$ cat config.mk
export PLATFORM = sky130hd
export DESIGN_NAME = bomb_fuse_ctrl_flat
export DESIGN_NICKNAME = d
export VERILOG_FILES = /design/src/rtl/bomb_pkg.sv /design/src/rtl/bomb_fuse_ctrl_if.sv /design/src/rtl/bomb_slot_fsm.sv /design/src/rtl/bomb_fuse_ctrl.sv /design/src/flat_wrapper.sv
export SDC_FILE = /design/constraint.sdc
export NUM_CORES = 1
export LEC_CHECK = 0
export ABC_AREA = 1
export BUFFER_PORTS_ARGS = -buffer_cell sky130_fd_sc_hd__buf_2
export CAP_MARGIN = 20
export CORE_ASPECT_RATIO = 0.9
export CORE_MARGIN = 4
export CORE_UTILIZATION = 59
export DETAILED_ROUTE_END_ITERATION = 16
export GPL_TIMING_DRIVEN = 0
export PLACE_DENSITY = 0.9
export SLEW_MARGIN = 5
export SYNTH_ARGS = -nofsm -noshare
export SYNTH_HDL_FRONTEND = slang
export SYNTH_HIERARCHICAL = 1
export SYNTH_SLANG_ARGS = --single-unit
$ cat constraint.sdc
create_clock -name Clk -period 2.75 [get_ports Clk]
set_input_delay 0 -clock Clk [delete_from_list [all_inputs] [get_ports Clk]]
set_output_delay 0 -clock Clk [all_outputs]
set_load 0.01 [all_outputs]
$ cat src/rtl/bomb_pkg.sv
// Shared types and default constants for the bomb fuse controller.
package bomb_pkg;

    localparam int unsigned N_SLOTS      = 4;
    localparam int unsigned FUSE_FRAMES  = 120;
    localparam int unsigned BLAST_FRAMES = 30;
    localparam int unsigned CNT_W        = 8;

    typedef enum logic [1:0] {
        IDLE  = 2'd0,
        ARMED = 2'd1,
        BLAST = 2'd2
    } slot_state_t;

endpackage

$ cat src/rtl/bomb_fuse_ctrl_if.sv
// Placer/renderer-facing bus of the bomb fuse controller.
interface bomb_fuse_ctrl_if;
    import bomb_pkg::*;

    logic               frame_tick;
    logic               clear;
    logic [N_SLOTS-1:0] bombstart;
    logic [N_SLOTS-1:0] chain_hit;
    logic [N_SLOTS-1:0] bomb_on;
    logic [N_SLOTS-1:0] blast_on;
    logic [N_SLOTS-1:0] explode;
    logic [N_SLOTS-1:0] fuse_msb;

    modport master (
        output frame_tick, clear, bombstart, chain_hit,
        input  bomb_on, blast_on, explode, fuse_msb
    );

    modport slave (
        input  frame_tick, clear, bombstart, chain_hit,
        output bomb_on, blast_on, explode, fuse_msb
    );

endinterface

$ cat src/rtl/bomb_slot_fsm.sv
// One bomb slot: IDLE -> ARMED (fuse countdown) -> BLAST (blast countdown) -> IDLE.
module bomb_slot_fsm
    import bomb_pkg::*;
#(
    parameter int unsigned FUSE_FRAMES  = bomb_pkg::FUSE_FRAMES,
    parameter int unsigned BLAST_FRAMES = bomb_pkg::BLAST_FRAMES,
    parameter int unsigned CNT_W        = bomb_pkg::CNT_W
) (
    input  logic Clk,
    input  logic Reset,
    input  logic frame_tick,
    input  logic clear,
    input  logic bombstart,
    input  logic chain_hit,
    output logic bomb_on,
    output logic blast_on,
    output logic explode,
    output logic fuse_msb
);

    localparam logic [CNT_W-1:0] FUSE_LOAD  = CNT_W'(FUSE_FRAMES);
    localparam logic [CNT_W-1:0] BLAST_LOAD = CNT_W'(BLAST_FRAMES);
    localparam logic [CNT_W-1:0] FLASH_LIM  = CNT_W'(FUSE_FRAMES / 4);
    localparam logic [CNT_W-1:0] CNT_ONE    = CNT_W'(1);
    localparam logic [CNT_W-1:0] CNT_ZERO   = '0;

    slot_state_t      state, state_nxt;
    logic [CNT_W-1:0] cnt, cnt_nxt;
    logic             explode_nxt;

    always_ff @(posedge Clk or posedge Reset) begin
        if (Reset) begin
            state    <= IDLE;
            cnt      <= CNT_ZERO;
            bomb_on  <= 1'b0;
            blast_on <= 1'b0;
            explode  <= 1'b0;
            fuse_msb <= 1'b0;
        end else begin
            state    <= state_nxt;
            cnt      <= cnt_nxt;
            bomb_on  <= (state_nxt != IDLE);
            blast_on <= (state_nxt == BLAST);
            explode  <= explode_nxt;
            fuse_msb <= (state_nxt == ARMED) && (cnt_nxt < FLASH_LIM);
        end
    end

    // Arm/tick in one cycle only loads; a zero counter is never decremented.
    always_comb begin
        state_nxt   = state;
        cnt_nxt     = cnt;
        explode_nxt = 1'b0;
        if (clear) begin
            state_nxt = IDLE;
            cnt_nxt   = CNT_ZERO;
        end else begin
            unique case (state)
                IDLE: begin
                    if (bombstart) begin
                        state_nxt = ARMED;
                        cnt_nxt   = FUSE_LOAD;
                    end
                end
                ARMED: begin
                    if (chain_hit || (frame_tick && cnt == CNT_ONE)) begin
                        state_nxt   = BLAST;
                        cnt_nxt     = BLAST_LOAD;
                        explode_nxt = 1'b1;
                    end else if (frame_tick && cnt != CNT_ZERO) begin
                        cnt_nxt = cnt - CNT_ONE;
                    end
                end
                BLAST: begin
                    if (frame_tick && cnt == CNT_ONE) begin
                        state_nxt = IDLE;
                        cnt_nxt   = CNT_ZERO;
                    end else if (frame_tick && cnt != CNT_ZERO) begin
                        cnt_nxt = cnt - CNT_ONE;
                    end
                end
                default: begin
                    state_nxt = IDLE;
                    cnt_nxt   = CNT_ZERO;
                end
            endcase
        end
    end

endmodule

$ cat src/rtl/bomb_fuse_ctrl.sv
// Bomb-slot lifetime owner: one independent fuse/blast FSM per slot.
module bomb_fuse_ctrl
    import bomb_pkg::*;
#(
    parameter int unsigned FUSE_FRAMES  = bomb_pkg::FUSE_FRAMES,
    parameter int unsigned BLAST_FRAMES = bomb_pkg::BLAST_FRAMES,
    parameter int unsigned CNT_W        = bomb_pkg::CNT_W
) (
    input  logic             Clk,
    input  logic             Reset,
    bomb_fuse_ctrl_if.slave  bus
);

    logic [N_SLOTS-1:0] bomb_on;
    logic [N_SLOTS-1:0] blast_on;
    logic [N_SLOTS-1:0] explode;
    logic [N_SLOTS-1:0] fuse_msb;

    for (genvar i = 0; i < N_SLOTS; i++) begin : g_slot
        bomb_slot_fsm #(
            .FUSE_FRAMES  (FUSE_FRAMES),
            .BLAST_FRAMES (BLAST_FRAMES),
            .CNT_W        (CNT_W)
        ) u_slot (
            .Clk        (Clk),
            .Reset      (Reset),
            .frame_tick (bus.frame_tick),
            .clear      (bus.clear),
            .bombstart  (bus.bombstart[i]),
            .chain_hit  (bus.chain_hit[i]),
            .bomb_on    (bomb_on[i]),
            .blast_on   (blast_on[i]),
            .explode    (explode[i]),
            .fuse_msb   (fuse_msb[i])
        );
    end

    assign bus.bomb_on  = bomb_on;
    assign bus.blast_on = blast_on;
    assign bus.explode  = explode;
    assign bus.fuse_msb = fuse_msb;

endmodule

$ cat src/flat_wrapper.sv
// flat-port wrapper written by rule: the top's interface ports become plain ports
module bomb_fuse_ctrl_flat import bomb_pkg::*;
#(
    parameter int unsigned FUSE_FRAMES  = bomb_pkg::FUSE_FRAMES,
    parameter int unsigned BLAST_FRAMES = bomb_pkg::BLAST_FRAMES,
    parameter int unsigned CNT_W        = bomb_pkg::CNT_W
)
  (Clk, Reset, bus_frame_tick, bus_clear, bus_bombstart, bus_chain_hit, bus_bomb_on, bus_blast_on, bus_explode, bus_fuse_msb);
  bomb_fuse_ctrl_if bus_i ();
  input  logic Clk;
  input  logic Reset;
  input wire logic [$bits(bus_i.frame_tick)-1:0] bus_frame_tick;
  input wire logic [$bits(bus_i.clear)-1:0] bus_clear;
  input wire logic [$bits(bus_i.bombstart)-1:0] bus_bombstart;
  input wire logic [$bits(bus_i.chain_hit)-1:0] bus_chain_hit;
  output wire logic [$bits(bus_i.bomb_on)-1:0] bus_bomb_on;
  output wire logic [$bits(bus_i.blast_on)-1:0] bus_blast_on;
  output wire logic [$bits(bus_i.explode)-1:0] bus_explode;
  output wire logic [$bits(bus_i.fuse_msb)-1:0] bus_fuse_msb;
  assign bus_i.frame_tick = bus_frame_tick;
  assign bus_i.clear = bus_clear;
  assign bus_i.bombstart = bus_bombstart;
  assign bus_i.chain_hit = bus_chain_hit;
  assign bus_bomb_on = bus_i.bomb_on;
  assign bus_blast_on = bus_i.blast_on;
  assign bus_explode = bus_i.explode;
  assign bus_fuse_msb = bus_i.fuse_msb;
  bomb_fuse_ctrl #(.FUSE_FRAMES(FUSE_FRAMES), .BLAST_FRAMES(BLAST_FRAMES), .CNT_W(CNT_W)) u_core (.Clk(Clk), .Reset(Reset), .bus(bus_i));
endmodule
==> results of run 1 <==
[metal layers]
| layer | up-vias | track usage, % | routed length [um] |
|---|---|---|---|
| met3 | 12 | 3.04 | 579 |
| met4 | 0 | 6.20 | 131 |
| met1 | 1793 | 31.8 | 3910 |
| met5 | - | 0 | 0 |
| li1 | 1906 | - | - |
| met2 | 126 | 40.6 | 4470 |
[layout make-up]
cell class / count / area share (%)
Clock buffer: 5 / 1.55
Buffer: 7 / 1.18
Clock inverter: 3 / 0.649
Tap cell: 90 / 2.54
Timing Repair Buffer: 30 / 3.72
Multi-Input combinational cell: 426 / 51.2
Inverter: 89 / 7.59
Sequential cell: 56 / 31.6
[power by group]
part	switching, uW	internal [uW]
Clock	301	193
Sequential	78.0	892
Combinational	564	298
Total	943	1380
[final timing paths]
| path | slack, ps | endpoint | depth (start not counted) |
|---|---|---|---|
| setup / recovery | 880 | u_core/g_slot[1].u_slot/fuse_msb | 13 |
| min in group asynchronous | 280 | u_core/g_slot[0].u_slot/explode | 3 |
| setup reg to reg | 880 | u_core/g_slot[1].u_slot/fuse_msb | 13 |
| hold / removal | 20 | u_core/g_slot[1].u_slot/state[0] | 3 |
| max in group asynchronous | 2100 | u_core/g_slot[1].u_slot/fuse_msb | 3 |
| hold reg to reg | 650 | u_core/g_slot[2].u_slot/cnt[2] | 2 |
[registers in the layout (all words and copies together), names as in the netlist]
| name | cells |
|---|---|
| u_core/g_slot.u_slot/state | 8 |
| u_core/g_slot.u_slot/cnt | 32 |
| u_core/g_slot.u_slot/bomb_on | 4 |
| u_core/g_slot.u_slot/explode | 4 |
| u_core/g_slot.u_slot/fuse_msb | 4 |
| u_core/g_slot.u_slot/blast_on | 4 |
[placed cells by master (no fill, tap or decap), types with 14 or more instances in the layout]
cell	instances
sky130_fd_sc_hd__nand2_2	23
sky130_fd_sc_hd__nand2_1	167
sky130_fd_sc_hd__nor2_1	51
sky130_fd_sc_hd__a21oi_1	35
sky130_fd_sc_hd__inv_1	60
sky130_fd_sc_hd__dfrtp_1	56
sky130_fd_sc_hd__nand4_1	14
sky130_fd_sc_hd__buf_2	27
sky130_fd_sc_hd__inv_2	27
sky130_fd_sc_hd__nand3_1	38
[stage by stage]
| stage | cell area (um^2) | cells | total power [uW] | util (%) |
|---|---|---|---|---|
| finish | 4440 | 706 | 2330 | 67.0 |
| global route | 4440 | 706 | 2490 | 67.0 |
| CTS | 4440 | 706 | 2330 | 67.0 |
| detailed placement | 4310 | 695 | 1830 | 65.1 |
| global placement | 4310 | 695 | 1790 | 65.1 |
| floorplan | 4060 | 578 | 1640 | - |
[worst max-delay path, cell delays in order, from the launching register on]
cell	delay, ps
sky130_fd_sc_hd__dfrtp_1	450
sky130_fd_sc_hd__inv_1	110
sky130_fd_sc_hd__ha_1	190
sky130_fd_sc_hd__inv_1	80
sky130_fd_sc_hd__nor2_4	140
sky130_fd_sc_hd__nand2_2	110
sky130_fd_sc_hd__nand2_4	110
sky130_fd_sc_hd__nand2_1	60
sky130_fd_sc_hd__nand3_1	90
sky130_fd_sc_hd__nand2_1	60
sky130_fd_sc_hd__nand2_1	70
sky130_fd_sc_hd__nand2_1	90
sky130_fd_sc_hd__nor3_2	150
sky130_fd_sc_hd__nor2_1	60
[kinds of logic after synthesis]
kind of cell,count (synthesis),synth area share (%)
flip-flops,56,34.5
buffers and inverters,96,9.58
AND/OR/NAND/NOR,345,42.5
XOR/XNOR,7,1.51
AO/OA/AOI/OAI,65,9.12
adder cells (fa/ha/maj),9,2.77
==> impl_metrics.prom, run 1 <==
# TYPE chip_impl_metric gauge
chip_impl_metric{name="power_per_unit_of_standard_cell_area",unit="mW/mm^2"} 524
chip_impl_metric{name="ys_seq_area_share",unit="%"} 34.5
chip_impl_info{name="worst_setup_path_end_kind",value="register"} 1
chip_impl_metric{name="via_per_inst",unit=""} 5.43
chip_impl_metric{name="place.detailed.hpwl",unit="um"} 7080
chip_impl_metric{name="dr.pass1.iters",unit=""} 5
chip_impl_info{name="critPathLaunchType",value="register"} 1
chip_impl_metric{name="ys_warn_count",unit=""} 6
chip_impl_metric{name="antenna_cells",unit=""} 0
chip_impl_info{name="status",value="completed"} 1
chip_impl_metric{name="synthDominantCellAreaShare",unit="%"} 34.5
chip_impl_metric{name="sequential_standard_cell_area",unit="mm^2"} 0.00140
chip_impl_metric{name="global_route_wire_length_before_repair",unit="um"} 15900
chip_impl_metric{name="cts.repair_timing.setup_buffer_count",unit=""} 0
chip_impl_metric{name="synth.distinct_cells",unit=""} 32
chip_impl_metric{name="rows",unit=""} 28
chip_impl_metric{name="post_syn_instances",unit=""} 578
chip_impl_metric{name="routed_wirelength",unit="um"} 9090
chip_impl_metric{name="period_share",unit="%"} 67.8
chip_impl_metric{name="setup-tns-final",unit="ps"} 0
chip_impl_metric{name="number_of_global_route_vias_before_repair",unit=""} 3629
chip_impl_metric{name="drt.antenna.violating_nets",unit=""} 0
chip_impl_info{name="grt_setup_unrepaired",value="false"} 1
chip_impl_metric{name="clock_insertion_delay_worst_skew",unit="ps"} 320
chip_impl_metric{name="io_buffers",unit=""} 27
chip_impl_metric{name="syn_area",unit="mm^2"} 0.00406
chip_impl_metric{name="gp_routability_congestion",unit=""} 0.944
chip_impl_metric{name="setup_skew",unit="ps"} 5.77
chip_impl_metric{name="period_needed",unit="ps"} 1870
chip_impl_metric{name="syn2layout_area_growth",unit="%"} 9.24
chip_impl_metric{name="gr-usage-all-layers",unit="%"} 23.7
chip_impl_info{name="yosys_most_used_dff",value="sky130_fd_sc_hd__dfrtp_1"} 1
chip_impl_metric{name="synth.avg_cell_area",unit="um^2"} 7.03
chip_impl_metric{name="cap_violations",unit=""} 0
chip_impl_info{name="setup.worst_path.class",value="reg -> reg"} 1
chip_impl_metric{name="cts_hold_repair.buffers",unit=""} 3
chip_impl_metric{name="antenna_found_initial",unit=""} 0
chip_impl_metric{name="io-pin-count",unit=""} 28
chip_impl_metric{name="design.core.area",unit="mm^2"} 0.00662
chip_impl_metric{name="final_number_of_hold_violating_endpoints",unit=""} 0
chip_impl_metric{name="dr.first_iter.drc_count",unit=""} 235
chip_impl_metric{name="final_layout_size_suffix_gt1_share",unit="%"} 23.4
chip_impl_metric{name="cts_max_path_buffers",unit=""} 2
chip_impl_metric{name="cts_h_tree_depth",unit=""} 2
chip_impl_metric{name="setup_viol",unit=""} 0
chip_impl_metric{name="floorplan.initialDensity",unit="%"} 61.3
chip_impl_metric{name="cts_buffers",unit=""} 5
chip_impl_metric{name="vdd_ir_drop_max",unit="V"} 0.000417
chip_impl_metric{name="cts_sinks",unit=""} 56
chip_impl_metric{name="detail_route.drc_violations",unit=""} 0
chip_impl_metric{name="worstMarginPinSlew",unit="ps"} 533
chip_impl_metric{name="multi_input_area",unit="mm^2"} 0.00227
chip_impl_info{name="synth.most_common_cell",value="sky130_fd_sc_hd__nand2_1"} 1
chip_impl_info{name="holdCritPathClass",value="in -> reg"} 1
chip_impl_metric{name="worstPathMaxFanout",unit=""} 6
chip_impl_info{name="synthTopCellsByCount",value="sky130_fd_sc_hd__nand2_1 (167), sky130_fd_sc_hd__inv_1 (60), sky130_fd_sc_hd__dfrtp_1 (56)"} 1
chip_impl_metric{name="timing_max_transition_violations_final",unit=""} 0
chip_impl_metric{name="ys_seq_elements",unit=""} 56
chip_impl_metric{name="routed_length_per_placed_instance",unit="um"} 12.9
chip_impl_metric{name="hold-worst-slack",unit="ps"} 17.0
chip_impl_metric{name="worst-endpoint-arrival",unit="ps"} 2080
chip_impl_metric{name="maxSlewHeadroom",unit="%"} 64.5
chip_impl_info{name="clockRootBuffer",value="sky130_fd_sc_hd__clkbuf_8"} 1
chip_impl_metric{name="post_cts_resize_count",unit=""} 0
chip_impl_metric{name="grt_overflow",unit=""} 0
chip_impl_metric{name="num-fill-cells",unit=""} 553
chip_impl_metric{name="total_leakage_power",unit="uW"} 0.00252
chip_impl_metric{name="critical_path_required",unit="ps"} 2970
chip_impl_metric{name="syn-num-nets",unit=""} 599
chip_impl_info{name="synthTopCellsByArea",value="sky130_fd_sc_hd__dfrtp_1 (35%), sky130_fd_sc_hd__nand2_1 (15%), sky130_fd_sc_hd__inv_1 (5.5%)"} 1
chip_impl_info{name="cts_tree",value="yes"} 1
chip_impl_metric{name="postSynth.asyncResetShare",unit="%"} 100
chip_impl_metric{name="grt_max_degree",unit=""} 21
chip_impl_metric{name="detailedPlace.worstSlack",unit="ps"} 913
chip_impl_metric{name="die_w",unit="um"} 95.5
chip_impl_info{name="worstReg2RegStart",value="u_core/g_slot[1].u_slot/cnt[1]"} 1
chip_impl_metric{name="die_area",unit="mm^2"} 0.00828
chip_impl_metric{name="timing.fmax",unit="GHz"} 0.536
chip_impl_info{name="worst_setup_path_startpoint",value="u_core/g_slot[1].u_slot/cnt[1]"} 1
chip_impl_metric{name="clk_transition_reported_paths",unit="ps"} 100
chip_impl_metric{name="number_of_enable_flip_flop_cells_after_synthesis",unit=""} 0
chip_impl_metric{name="routed-via-count",unit=""} 3837
chip_impl_metric{name="finalWorstSetupSlack",unit="ps"} 885
chip_impl_info{name="synth_largest_area_cell",value="sky130_fd_sc_hd__dfrtp_1"} 1
chip_impl_info{name="worstHoldStart",value="bus_bombstart[1]"} 1
chip_impl_metric{name="finish.net_count",unit=""} 636
chip_impl_metric{name="die_height",unit="um"} 86.7
Power figures use the tool's default switching activity.
==> run 2: changes to the inputs <==
==> constraint.sdc (replaced) <==
create_clock -name Clk -period 1.9 [get_ports Clk]
set_input_delay 0 -clock Clk [delete_from_list [all_inputs] [get_ports Clk]]
set_output_delay 0 -clock Clk [all_outputs]
set_load 0.01 [all_outputs]
==> impl_metrics.prom, run 2 (synthesis results as in run 1) <==
# TYPE chip_impl_metric gauge
chip_impl_metric{name="number_of_global_route_vias_before_repair",unit=""} 3629
chip_impl_metric{name="io_buffers",unit=""} 27
chip_impl_metric{name="grt_max_degree",unit=""} 21
chip_impl_metric{name="path_buf_inv",unit=""} 1
chip_impl_metric{name="worst-endpoint-arrival",unit="ps"} 2040
chip_impl_metric{name="antenna_cells",unit=""} 0
chip_impl_metric{name="cts_buffers",unit=""} 5
chip_impl_metric{name="power.switching_fraction",unit="%"} 40.9
chip_impl_metric{name="sequentialPowerShare",unit="%"} 40.7
chip_impl_metric{name="syn2layout_area_growth",unit="%"} 12.3
chip_impl_info{name="layout.cells.most_common",value="sky130_fd_sc_hd__nand2_1"} 1
chip_impl_metric{name="finalWorstSetupSlack",unit="ps"} 76.6
chip_impl_metric{name="antenna_found_initial",unit=""} 0
chip_impl_info{name="worst_setup_path_end_kind",value="register"} 1
chip_impl_info{name="cp_max_delay_cell",value="sky130_fd_sc_hd__dfrtp_1"} 1
chip_impl_info{name="holdCritPathClass",value="in -> reg"} 1
chip_impl_metric{name="cts_sinks",unit=""} 56
chip_impl_metric{name="power_per_unit_of_standard_cell_area",unit="mW/mm^2"} 756
chip_impl_metric{name="gr-usage-all-layers",unit="%"} 23.7
chip_impl_metric{name="worstHoldPathCells",unit=""} 3
chip_impl_metric{name="grt_overflow",unit=""} 0
chip_impl_metric{name="num-fill-cells",unit=""} 532
chip_impl_metric{name="dr.pass1.iters",unit=""} 5
chip_impl_metric{name="vdd_ir_drop_max",unit="V"} 0.000611
chip_impl_info{name="cts_tree",value="yes"} 1
chip_impl_info{name="worstReg2RegStart",value="u_core/g_slot[1].u_slot/cnt[1]"} 1
chip_impl_metric{name="max_stage_delay",unit="ps"} 440
chip_impl_metric{name="routed_length_per_placed_instance",unit="um"} 13.5
chip_impl_metric{name="floorplan.initialDensity",unit="%"} 61.3
chip_impl_metric{name="cts_h_tree_depth",unit=""} 2
chip_impl_metric{name="detail_route.drc_violations",unit=""} 0
chip_impl_metric{name="routed_wirelength",unit="um"} 9650
chip_impl_metric{name="design_power_total",unit="uW"} 3450
chip_impl_metric{name="final_number_of_hold_violating_endpoints",unit=""} 0
chip_impl_metric{name="io-pin-count",unit=""} 28
chip_impl_metric{name="global_route_wire_length_before_repair",unit="um"} 15900
chip_impl_metric{name="gp_routability_congestion",unit=""} 0.944
chip_impl_metric{name="clock_power_share",unit="%"} 20.8
chip_impl_metric{name="final_layout_size_suffix_gt1_share",unit="%"} 26.1
chip_impl_metric{name="clk_transition_reported_paths",unit="ps"} 100
chip_impl_info{name="cp_cell_sequence",value="inv_2, ha_4, nand2_4, nor2_2, nand2_2, nand2_2, nand2_4, nand3_2, nand2_1, nand2_1, nand2_1, nor3_2, nor2_1"} 1
chip_impl_metric{name="clock_insertion_delay_worst_skew",unit="ps"} 330
chip_impl_metric{name="max_ffs_per_register",unit=""} 32
chip_impl_info{name="clockRootBuffer",value="sky130_fd_sc_hd__clkbuf_8"} 1
chip_impl_metric{name="worstPathMaxFanout",unit=""} 6
chip_impl_info{name="path_common_cell",value="sky130_fd_sc_hd__nand2_1"} 1
chip_impl_metric{name="detailedPlace.worstSlack",unit="ps"} 62.6
chip_impl_metric{name="setup_skew",unit="ps"} 5.67
chip_impl_metric{name="die_area",unit="mm^2"} 0.00828
chip_impl_metric{name="setup_viol",unit=""} 0
chip_impl_info{name="setup.worst_path.class",value="reg -> reg"} 1
chip_impl_metric{name="die_w",unit="um"} 95.5
chip_impl_metric{name="finish.net_count",unit=""} 645
chip_impl_info{name="critPathLaunchType",value="register"} 1
chip_impl_metric{name="place.detailed.hpwl",unit="um"} 7080
chip_impl_metric{name="cap_violations",unit=""} 0
chip_impl_metric{name="switchingPower",unit="uW"} 1410
chip_impl_metric{name="routed-via-count",unit=""} 3935
chip_impl_info{name="end_point_of_the_most_critical_hold_path",value="u_core/g_slot[1].u_slot/state[0]"} 1
chip_impl_info{name="top_register",value="u_core/g_slot.u_slot/cnt"} 1
chip_impl_info{name="largest_registers",value="u_core/g_slot.u_slot/cnt (32), u_core/g_slot.u_slot/state (8)"} 1
chip_impl_info{name="status",value="completed"} 1
chip_impl_info{name="layout_common_cells",value="sky130_fd_sc_hd__nand2_1 (167), sky130_fd_sc_hd__inv_1 (57), sky130_fd_sc_hd__dfrtp_1 (56), sky130_fd_sc_hd__nor2_1 (51), sky130_fd_sc_hd__nand3_1 (37)"} 1
chip_impl_metric{name="die_height",unit="um"} 86.7
chip_impl_metric{name="period_needed",unit="ps"} 1820
chip_impl_metric{name="r2r_slack",unit="ps"} 80
chip_impl_info{name="timing.critical_path.max_delay_family",value="simple AND/OR/NAND/NOR gates"} 1
chip_impl_info{name="worstHoldStart",value="bus_bombstart[1]"} 1
chip_impl_metric{name="drt.antenna.violating_nets",unit=""} 0
chip_impl_metric{name="dr.first_iter.drc_count",unit=""} 269
chip_impl_metric{name="cts_max_path_buffers",unit=""} 2
chip_impl_metric{name="via_per_inst",unit=""} 5.50
chip_impl_metric{name="maxSlewHeadroom",unit="%"} 64.4
chip_impl_metric{name="critical_path_required",unit="ps"} 2120
chip_impl_metric{name="timing_max_transition_violations_final",unit=""} 0
chip_impl_metric{name="timing.fmax",unit="GHz"} 0.548
chip_impl_metric{name="worstMarginPinSlew",unit="ps"} 533
chip_impl_info{name="r2r-end",value="u_core/g_slot[1].u_slot/fuse_msb"} 1
chip_impl_metric{name="design.core.area",unit="mm^2"} 0.00662
chip_impl_metric{name="power.internal",unit="uW"} 2040
chip_impl_metric{name="rows",unit=""} 28
chip_impl_metric{name="period_share",unit="%"} 96.0
chip_impl_metric{name="total_leakage_power",unit="uW"} 0.00259
chip_impl_metric{name="ff2ff_path_depth",unit=""} 13
chip_impl_metric{name="p_comb_share",unit="%"} 38.5
[run 2: repair_timing]
action / CTS / global route
hold buffers: 3 / 0
buffers inserted: 0 / 8
endpoints found under the setup margin: 0 / 5
resized for setup: 0 / 15
endpoints found under the hold margin: 58 / 0
[run 2: power groups by stage]
stage          sequential [uW]  clock (uW)  combinational, uW
2_1_floorplan             1410           0                969
3_3_place_gp              1420           0               1170
3_5_place_dp              1420           0               1220
4_1_cts                   1400         740               1240
5_1_grt                   1420         779               1480
6_report                  1400         718               1330
[run 2: routing by layer]
layer	GRT usage (%)	share of wire (%)
met5	0	0
met4	6.20	1.5
met3	3.04	7.2
met2	40.6	50
met1	31.8	42
[run 2: area by class of cell]
type	count	area, um^2	share of cell area, %
Multi-Input combinational cell	427	2330	51.2
Sequential cell	56	1400	30.7
Inverter	89	337	7.38
Timing Repair Buffer	38	225	4.94
Tap cell	90	113	2.47
Clock buffer	5	68.8	1.51
Buffer	7	52.6	1.15
Clock inverter	3	28.8	0.631
[run 2: worst max path at each step]
stage	start	endpoint	slack (ps)	depth (start not counted)
CTS	u_core/g_slot[1].u_slot/cnt[0]	u_core/g_slot[1].u_slot/fuse_msb	30	13
floorplan	u_core/g_slot[0].u_slot/cnt[0]	u_core/g_slot[0].u_slot/fuse_msb	330	13
global placement	u_core/g_slot[1].u_slot/cnt[0]	u_core/g_slot[1].u_slot/fuse_msb	130	13
detailed placement	u_core/g_slot[1].u_slot/cnt[1]	u_core/g_slot[1].u_slot/fuse_msb	60	13
global route	u_core/g_slot[1].u_slot/cnt[1]	u_core/g_slot[1].u_slot/fuse_msb	-60	13
finish	u_core/g_slot[1].u_slot/cnt[1]	u_core/g_slot[1].u_slot/fuse_msb	80	13
[run 2: worst register-to-register path, delay by kind of cell (launching register included)]
family | cells | cell delay, ps
buffers and inverters | 1 | 120
and+or+nand+nor | 11 | 1010
adders and majority gates | 1 | 150
DFF | 1 | 440
[run 2: per-stage QoR]
stage          hold WS (ps)  TNS (ps)  std cells  area (um^2)  utilization [%]
3_5_place_dp            102         0        695         4310             65.1
2_1_floorplan          -111         0        578         4060                -
3_3_place_gp           95.3         0        695         4310             65.1
6_report               18.9         0        715         4560             68.9
4_1_cts                4.54         0        706         4440             67.0
5_1_grt                36.5      -118        715         4560             68.9
